### src/rtl/price_config_pkg.sv
// Shared types and constants for the price configurator: state encoding,
// display codes, field indices and the BCD digit type.
package price_config_pkg;

   typedef enum logic [1:0] {
      ST_IDLE  = 2'd0,
      ST_FIELD = 2'd1,
      ST_EDIT  = 2'd2
   } state_t;

   typedef logic [3:0] bcd_t;

   localparam bcd_t DIG_BLANK = 4'd11;
   localparam bcd_t DIG_E     = 4'd12;

   localparam logic [2:0] F_SPIN   = 3'd0;
   localparam logic [2:0] F_SMALL  = 3'd1;
   localparam logic [2:0] F_MEDIUM = 3'd2;
   localparam logic [2:0] F_LARGE  = 3'd3;
   localparam logic [2:0] F_FINE   = 3'd4;

endpackage

### src/rtl/price_config_bcd_digit_step.sv
// Single BCD digit plus or minus one, wrapping 9<->0 with no carry out.
module bcd_digit_step
   import price_config_pkg::*;
(
   input  bcd_t digit,
   input  logic up,
   output bcd_t result
);

   always_comb begin
      if (up) result = (digit == 4'd9) ? 4'd0 : digit + 4'd1;
      else    result = (digit == 4'd0) ? 4'd9 : digit - 4'd1;
   end

endmodule

### src/rtl/price_config.sv
// Operator price configurator: five committed BCD tariffs edited through a
// field/digit menu driven by debounced button pulses, with 4-digit feedback.
module price_config
   import price_config_pkg::*;
#(
   parameter int          CLK_HZ    = 100_000_000,
   parameter int          BLINK_CYC = 50_000_000,
   parameter int          TIMEOUT_S = 10,
   parameter logic [11:0] DEF0      = 12'h023,
   parameter logic [11:0] DEF1      = 12'h045,
   parameter logic [11:0] DEF2      = 12'h067,
   parameter logic [11:0] DEF3      = 12'h089,
   parameter logic [11:0] DEFF      = 12'h028
) (
   input  logic        clk,
   input  logic        rst,
   input  logic        cfg_en,
   input  logic        m_pos,
   input  logic        u_pos,
   input  logic        d_pos,
   output logic [11:0] set0,
   output logic [11:0] set1,
   output logic [11:0] set2,
   output logic [11:0] set3,
   output logic [11:0] setfine,
   output logic [3:0]  disp3,
   output logic [3:0]  disp2,
   output logic [3:0]  disp1,
   output logic [3:0]  disp0,
   output logic        cfg_busy,
   output logic        cfg_done
);

   state_t      state, state_nx;
   logic [2:0]  field, field_nx;
   logic [1:0]  digit, digit_nx;
   logic [11:0] work, work_nx;
   logic        lockout, lock_nx;
   logic        commit;
   logic [11:0] cur_price;
   bcd_t        sel_digit, stepped;
   logic [31:0] sec_cnt, idle_cnt, blink_cnt;
   logic        blink_off;
   logic        any_pulse, timeout;

   assign any_pulse = m_pos | u_pos | d_pos;
   assign timeout   = (idle_cnt >= 32'(TIMEOUT_S));
   assign cfg_busy  = (state != ST_IDLE);

   always_comb begin
      case (field)
         F_SPIN:   cur_price = set0;
         F_SMALL:  cur_price = set1;
         F_MEDIUM: cur_price = set2;
         F_LARGE:  cur_price = set3;
         F_FINE:   cur_price = setfine;
         default:  cur_price = set0;
      endcase
      case (digit)
         2'd2:    sel_digit = work[11:8];
         2'd1:    sel_digit = work[7:4];
         default: sel_digit = work[3:0];
      endcase
   end

   bcd_digit_step u_step (
      .digit  (sel_digit),
      .up     (u_pos),
      .result (stepped)
   );

   // Exit (switch off or timeout) outranks every button; among buttons m > u > d.
   always_comb begin
      state_nx = state;
      field_nx = field;
      digit_nx = digit;
      work_nx  = work;
      lock_nx  = lockout & cfg_en;
      commit   = 1'b0;
      case (state)
         ST_IDLE: begin
            if (cfg_en && !lockout) begin
               state_nx = ST_FIELD;
               field_nx = F_SPIN;
            end
         end
         ST_FIELD, ST_EDIT: begin
            if (!cfg_en || timeout) begin
               state_nx = ST_IDLE;
               work_nx  = '0;
               digit_nx = 2'd2;
               lock_nx  = cfg_en;
            end else if (state == ST_FIELD) begin
               if (m_pos) begin
                  work_nx  = cur_price;
                  digit_nx = 2'd2;
                  state_nx = ST_EDIT;
               end else if (u_pos) begin
                  field_nx = (field == F_FINE) ? F_SPIN : field + 3'd1;
               end else if (d_pos) begin
                  field_nx = (field == F_SPIN) ? F_FINE : field - 3'd1;
               end
            end else begin
               if (m_pos) begin
                  if (digit == 2'd0) begin
                     commit   = 1'b1;
                     state_nx = ST_FIELD;
                  end else begin
                     digit_nx = digit - 2'd1;
                  end
               end else if (u_pos || d_pos) begin
                  case (digit)
                     2'd2:    work_nx[11:8] = stepped;
                     2'd1:    work_nx[7:4]  = stepped;
                     default: work_nx[3:0]  = stepped;
                  endcase
               end
            end
         end
         default: state_nx = ST_IDLE;
      endcase
   end

   always_ff @(posedge clk or negedge rst) begin
      if (!rst) begin
         state    <= ST_IDLE;
         field    <= 3'd0;
         digit    <= 2'd2;
         work     <= '0;
         lockout  <= 1'b0;
         cfg_done <= 1'b0;
         set0     <= DEF0;
         set1     <= DEF1;
         set2     <= DEF2;
         set3     <= DEF3;
         setfine  <= DEFF;
      end else begin
         state    <= state_nx;
         field    <= field_nx;
         digit    <= digit_nx;
         work     <= work_nx;
         lockout  <= lock_nx;
         cfg_done <= commit;
         if (commit) begin
            case (field)
               F_SPIN:   set0    <= work;
               F_SMALL:  set1    <= work;
               F_MEDIUM: set2    <= work;
               F_LARGE:  set3    <= work;
               default:  setfine <= work;
            endcase
         end
      end
   end

   // Both the seconds prescaler and the blink phase restart on every pulse,
   // so the timeout is measured from the last press and an edited digit shows at once.
   always_ff @(posedge clk or negedge rst) begin
      if (!rst) begin
         sec_cnt   <= '0;
         idle_cnt  <= '0;
         blink_cnt <= '0;
         blink_off <= 1'b0;
      end else begin
         if (state == ST_IDLE || any_pulse) begin
            sec_cnt  <= '0;
            idle_cnt <= '0;
         end else if (sec_cnt == 32'(CLK_HZ - 1)) begin
            sec_cnt  <= '0;
            idle_cnt <= idle_cnt + 32'd1;
         end else begin
            sec_cnt <= sec_cnt + 32'd1;
         end
         if (state != ST_EDIT || any_pulse) begin
            blink_cnt <= '0;
            blink_off <= 1'b0;
         end else if (blink_cnt == 32'(BLINK_CYC - 1)) begin
            blink_cnt <= '0;
            blink_off <= ~blink_off;
         end else begin
            blink_cnt <= blink_cnt + 32'd1;
         end
      end
   end

   always_comb begin
      disp3 = DIG_BLANK;
      disp2 = DIG_BLANK;
      disp1 = DIG_BLANK;
      disp0 = DIG_BLANK;
      case (state)
         ST_FIELD: begin
            disp3 = {1'b0, field};
            disp2 = cur_price[11:8];
            disp1 = cur_price[7:4];
            disp0 = cur_price[3:0];
         end
         ST_EDIT: begin
            disp3 = DIG_E;
            disp2 = work[11:8];
            disp1 = work[7:4];
            disp0 = work[3:0];
            if (blink_off) begin
               case (digit)
                  2'd2:    disp2 = DIG_BLANK;
                  2'd1:    disp1 = DIG_BLANK;
                  default: disp0 = DIG_BLANK;
               endcase
            end
         end
         default: ;
      endcase
   end

endmodule
### config.mk
export PLATFORM = sky130hd
export DESIGN_NAME = price_config
export DESIGN_NICKNAME = d
export VERILOG_FILES = /design/src/rtl/price_config_pkg.sv /design/src/rtl/price_config_bcd_digit_step.sv /design/src/rtl/price_config.sv
export SDC_FILE = /design/constraint.sdc
export NUM_CORES = 1
export LEC_CHECK = 0
export ABC_AREA = 1
export ABC_CLOCK_PERIOD_IN_PS = 4700
export CORE_MARGIN = 5
export CORE_UTILIZATION = 34
export CTS_CLUSTER_DIAMETER = 30
export DETAILED_ROUTE_END_ITERATION = 8
export GPL_TIMING_DRIVEN = 0
export PLACE_DENSITY = 0.6
export SLEW_MARGIN = 20
export SYNTH_ARGS = -nofsm -noshare
export SYNTH_HDL_FRONTEND = slang
export SYNTH_SLANG_ARGS = --single-unit
### constraint.sdc
create_clock -name clk -period 4.7 [get_ports clk]
set_input_delay 0.94 -clock clk [delete_from_list [all_inputs] [get_ports clk]]
set_output_delay 0.94 -clock clk [all_outputs]
set_load 0.01 [all_outputs]
; ---- Yosys cells after proc, flatten, opt, wreduce, memory -nomap -nowiden
; Index checks and enable logic that the tools add are counted.
[word_totals]
word_cells = 145
ff_bits = 178
[classes]
eq_ne = 23
order_cmp = 1
mux = 58
n_bitwise = 5
addsub = 8
n_reduce_logical = 33
[op_table]
columns = cell, count
row1 = $mux W32, 6
row2 = $add A32 B1 Y32 const B, 3
row3 = $mux W12, 5
row4 = $mux W4, 12
row5 = $pmux W12 S4, 1
row6 = $pmux W4 S2, 5
row7 = $eq A32 B26 Y1 const B, 1
row8 = $eq A32 B27 Y1 const B, 1
row9 = $ge A32 B4 Y1 const B, 1
row10 = $mux W3, 8
row11 = $mux W2, 10
row12 = $reduce_and A5 Y1, 3
row13 = $ne A3 B3 Y1 const B, 4
row14 = $ne A2 B2 Y1 const B, 5
row15 = $reduce_and A2 Y1, 5
row16 = $reduce_bool A2 Y1, 5
row17 = $mux W1, 9
row18 = $reduce_bool A3 Y1, 3
row19 = $eq A3 B2 Y1 const B, 2
row20 = $ne A3 B1 Y1 const B, 2
row21 = $pmux W3 S2, 1
row22 = $reduce_and A3 Y1, 2
row23 = $reduce_and A6 Y1, 1
row24 = $add A4 B1 Y4 const B, 1
row25 = other kinds (22), 32

; ---- Depth between registers and ports, before layout
[depth]
depth_word = 10
mapped_depth = 15

; ---- By module
; From an unflattened synthesis, not the netlist that was laid out.
[unflattened]
hier_cells = 1473
area_unflattened_um2 = 10700.3
[by_module_without_submodules]
columns = mod, area_per_inst_um2, cells_per_inst, seq_area_each_um2, instances
row1 = price_config, 10557.6, 1440, 4475.5, 1
row2 = bcd_digit_step, 142.6, 33, 0.0, 1

; ---- Worst setup path before layout
; OpenSTA, ideal clock, no wires.
[synth_timing]
path_type = register -> output
start = reg field[1]
end = out disp0[2]
t_required_ps = 3760
path_buffers = 1
stages_incl_launch_ff = 10
path_slack_ps = 2128
arrival_ps = 1632
path_cell_list = dfrtp_1 > inv_1 > ha_1 > inv_1 > nor2_1 > clkbuf_1 > a221oi_1 > nand2_1 > nand2_1 > a21oi_1
[synth_via]
elab_chain_cells = 3
elab_cells_between_ends = 6
[synth_lines]
columns = item, line
row1 = "start, declared", price_config.sv:35  ; logic [2:0] field, field_nx;
row2 = "start signal, assigned", price_config.sv:139  ; field <= field_nx;
row3 = $eq A3 B3 Y1 (tied with other cells), price_config.sv:51  ; case (field)
row4 = $pmux W12 S4 *, price_config.sv:51
row5 = $pmux W4 S2 *, price_config.sv:191  ; case (state)
row6 = "end, declared", price_config.sv:29  ; output logic [3:0] disp0,
; Mark *: on every way between the ends. The rest lies on a longest branch, timed or not.

; ---- Final worst setup path
; Ends and elaborated chain as after synthesis.

==> flow_summary.json <==
{
  "drc": 0,
  "cts_root_buffer": "clkbuf_16",
  "cts_hold_buf": 0,
  "clock_sink_count": 178,
  "cts_resized": 0,
  "seqPwrFrac_pct": 34.4,
  "switching_power_uw": 2080,
  "clk_pin_slew_ns": 0.06,
  "layout_min_cycle_time_ns": 4.18,
  "hold_viol": 0,
  "pre_cts_ws_ns": 1.00,
  "p_comb_share_pct": 38.5,
  "wl_per_cell_um": 15.7,
  "cts_tree": "yes",
  "portBuffers": 80,
  "reg2reg_depth": 13,
  "place_congestion": 0.944,
  "via_count": 9993,
  "cts-htree-levels": 4,
  "via_per_inst": 5.04,
  "nFillCells": 3212,
  "dieArea_um2": 34600,
  "crit_required_ns": 3.76,
  "drt_first_pass_iters": 8,
  "cp_max_fo": 10,
  "finalClockSkew_ns": 0.0166,
  "syn2layout_area_growth_pct": 18.2,
  "crit_start": "field[1]",
  "core_um2": 30600,
  "routed_wl_um": 31100,
  "r2r_slack_ns": 2.14,
  "path_buf_inv": 4,
  "max_freq_mhz": 239,
  "syn_nets": 1495,
  "final_common_cell": "nand2_1",
  "ys_warn_count": 0,
  "fp-row-count": 64,
  "drive_gt1_share_pct": 5.81,
  "maxCapViolCount": 0,
  "power_density_nw_per_um2": 429,
  "placed_cells": 1948,
  "crit_chain": "inv_1 > ha_1 > inv_1 > nor2_1 > clkbuf_1 > a221oi_1 > nand2_1 > nand2_1 > a21oi_1 > clkdlybuf4s50_1",
  "gr-total-overflow": 0,
  "multi_input_area_um2": 5190,
  "p_int_uw": 3260,
  "synthCells": 1471,
  "path_delay_family": "buffers and inverters",
  "avgSynthCellArea_um2": 7.15,
  "drtIter0Drc": 918,
  "crit_end": "disp0[2]",
  "holdPathStages": 1,
  "synth_seq_cells": 178,
  "grt_usage_pct": 18.3,
  "hold_class": "reg2reg",
  "worstReg2RegEnd": "work[6]",
  "holdWs_ns": 0.462,
  "drv_slew": 0,
  "post-cts-setup-buffer-count": 0,
  "max-vdd-ir-drop_mv": 0.309,
  "ant_nets": 0,
  "rsz0062_at_grt": "no",
  "synth.distinct_cells": 38,
  "r2r-start": "digit[1]",
  "fp.dieW_um": 186,
  "clockPowerShare_pct": 27.1,
  "setup_ws_ns": 0.516,
  "clock_latency_ns": 0.44,
  "min_period_over_period_pct": 89.0,
  "regArea_um2": 4480,
  "final_core_util_pct": 40.7,
  "switching_share_pct": 39.0,
  "clock_path_buffers": 2,
  "ys_seq_area_share_pct": 42.5,
  "initial_utilization_pct": 34.4,
  "grt_pass1_vias": 9830,
  "io_pins": 84,
  "cp-end-kind": "output port",
  "slew_headroom_pct": 53.1,
  "cpMaxStageDelayCell": "clkdlybuf4s50_1",
  "fp.dieH_um": 186,
  "cpPeakStageDelay_ns": 0.57,
  "crit_cells": 10,
  "antenna_found_initial": 3,
  "final_cells": 1982,
  "syn_area_um2": 10500,
  "cts_buffers": 17,
  "start_kind": "register",
  "fin_nets": 1595,
  "worst_pin_slew_ns": 0.704,
  "final_cell_mix": "nand2_1 (428), nor2_1 (175), dfrtp_1 (161)",
  "crit_type": "reg2out",
  "p_total_uw": 5340,
  "arrival_ns": 3.24,
  "setup_viol": 0,
  "grt_pass1_wl_um": 50900,
  "status": "finished, final reports clean",
  "dpl.hpwl_um": 23600,
  "grt_max_degree": 92,
  "p_leak_uw": 0.00537
}
-- power groups by stage --
stage          clock [uW]  sequential, uW  combinational (uW)
2_1_floorplan           0            1870                1130
3_3_place_gp            0            1860                2010
3_5_place_dp            0            1860                2040
4_1_cts              1480            1830                2050
5_1_grt              1550            1850                2280
6_report             1450            1840                2050
-- cells by family after synthesis --
logic type,after synthesis,share of synthesized area [%]
and+or+nand+nor,834,33.9
xor gates and xnor gates,52,4.33
AOI/OAI and AO/OA,174,8.99
DFF,178,42.5
buffers and inverters,215,8.11
adders and majority gates,18,2.14
-- flip-flops by register name (all words and copies together), names as in the netlist --
| register | cells |
|---|---|
| lockout | 1 |
| set2 | 12 |
| blink_cnt | 32 |
| field | 3 |
| digit | 2 |
| set0 | 12 |
| cfg_done | 1 |
| sec_cnt | 32 |
| set1 | 12 |
| idle_cnt | 32 |
| blink_off | 1 |
| setfine | 12 |
| set3 | 12 |
| work | 12 |
| state | 2 |
-- synthesized netlist by cell type (all sizes together) --
master	instances	area (um2)
nand2	429	1610
nor2	180	698
dfrtp	161	4030
inv	157	589
o21ai	116	581
nor3	78	418
nand3	74	375
xor2	48	420
nand4	43	269
clkbuf	36	135
a21oi	28	140
buf	20	121
ha	18	225
dfstp	17	447
nor4	15	93.8
o31ai	10	75.1
or2	8	50.1
a221oi	6	52.6
nor3b	6	45.0
o22ai	5	31.3
o211ai	4	30.0
xnor2	4	35.0
clkinv	2	7.51
o21a	2	15.0
a211oi	1	7.51
a21o	1	7.51
a31oi	1	6.26
and3	1	6.26
-- how the worst min path moves through the flow --
| stage | slack, ns | startpoint | to |
|---|---|---|---|
| 2_1_floorplan | 0.42 | blink_cnt[0] | blink_cnt[0] |
| 3_3_place_gp | 0.45 | blink_cnt[0] | blink_cnt[0] |
| 3_5_place_dp | 0.45 | blink_cnt[0] | blink_cnt[0] |
| 4_1_cts | 0.46 | blink_cnt[0] | blink_cnt[0] |
| 5_1_grt | 0.47 | blink_cnt[0] | blink_cnt[0] |
| 6_report | 0.46 | blink_cnt[0] | blink_cnt[0] |
-- final cells by class --
type	count	area share, %
antenna	2	0.0402
buffer	56	2.06
clock buffer	19	3.48
clock inverter	13	1.24
inverter	159	4.80
multi-input combinational	1078	41.7
sequential	178	36.0
tap	396	3.98
timing repair buffer	81	6.70
-- stage by stage --
stage               setup TNS [ns]  cell area (um2)
finish                           0            12400
global route                     0            12400
CTS                              0            12400
detailed placement               0            11900
global placement           -834.61            11800
floorplan                        0            10500
-- metal layers --
metal / vias up / GRT usage [%] / share of wire [%]
met5: - / 0 / 0.042
met4: 2 / 7.11 / 3.0
met3: 62 / 2.36 / 4.2
met2: 260 / 29.5 / 45
met1: 4711 / 25.2 / 47
li1: 4958 / - / -
No activity file was read; power rests on OpenSTA's default activity.
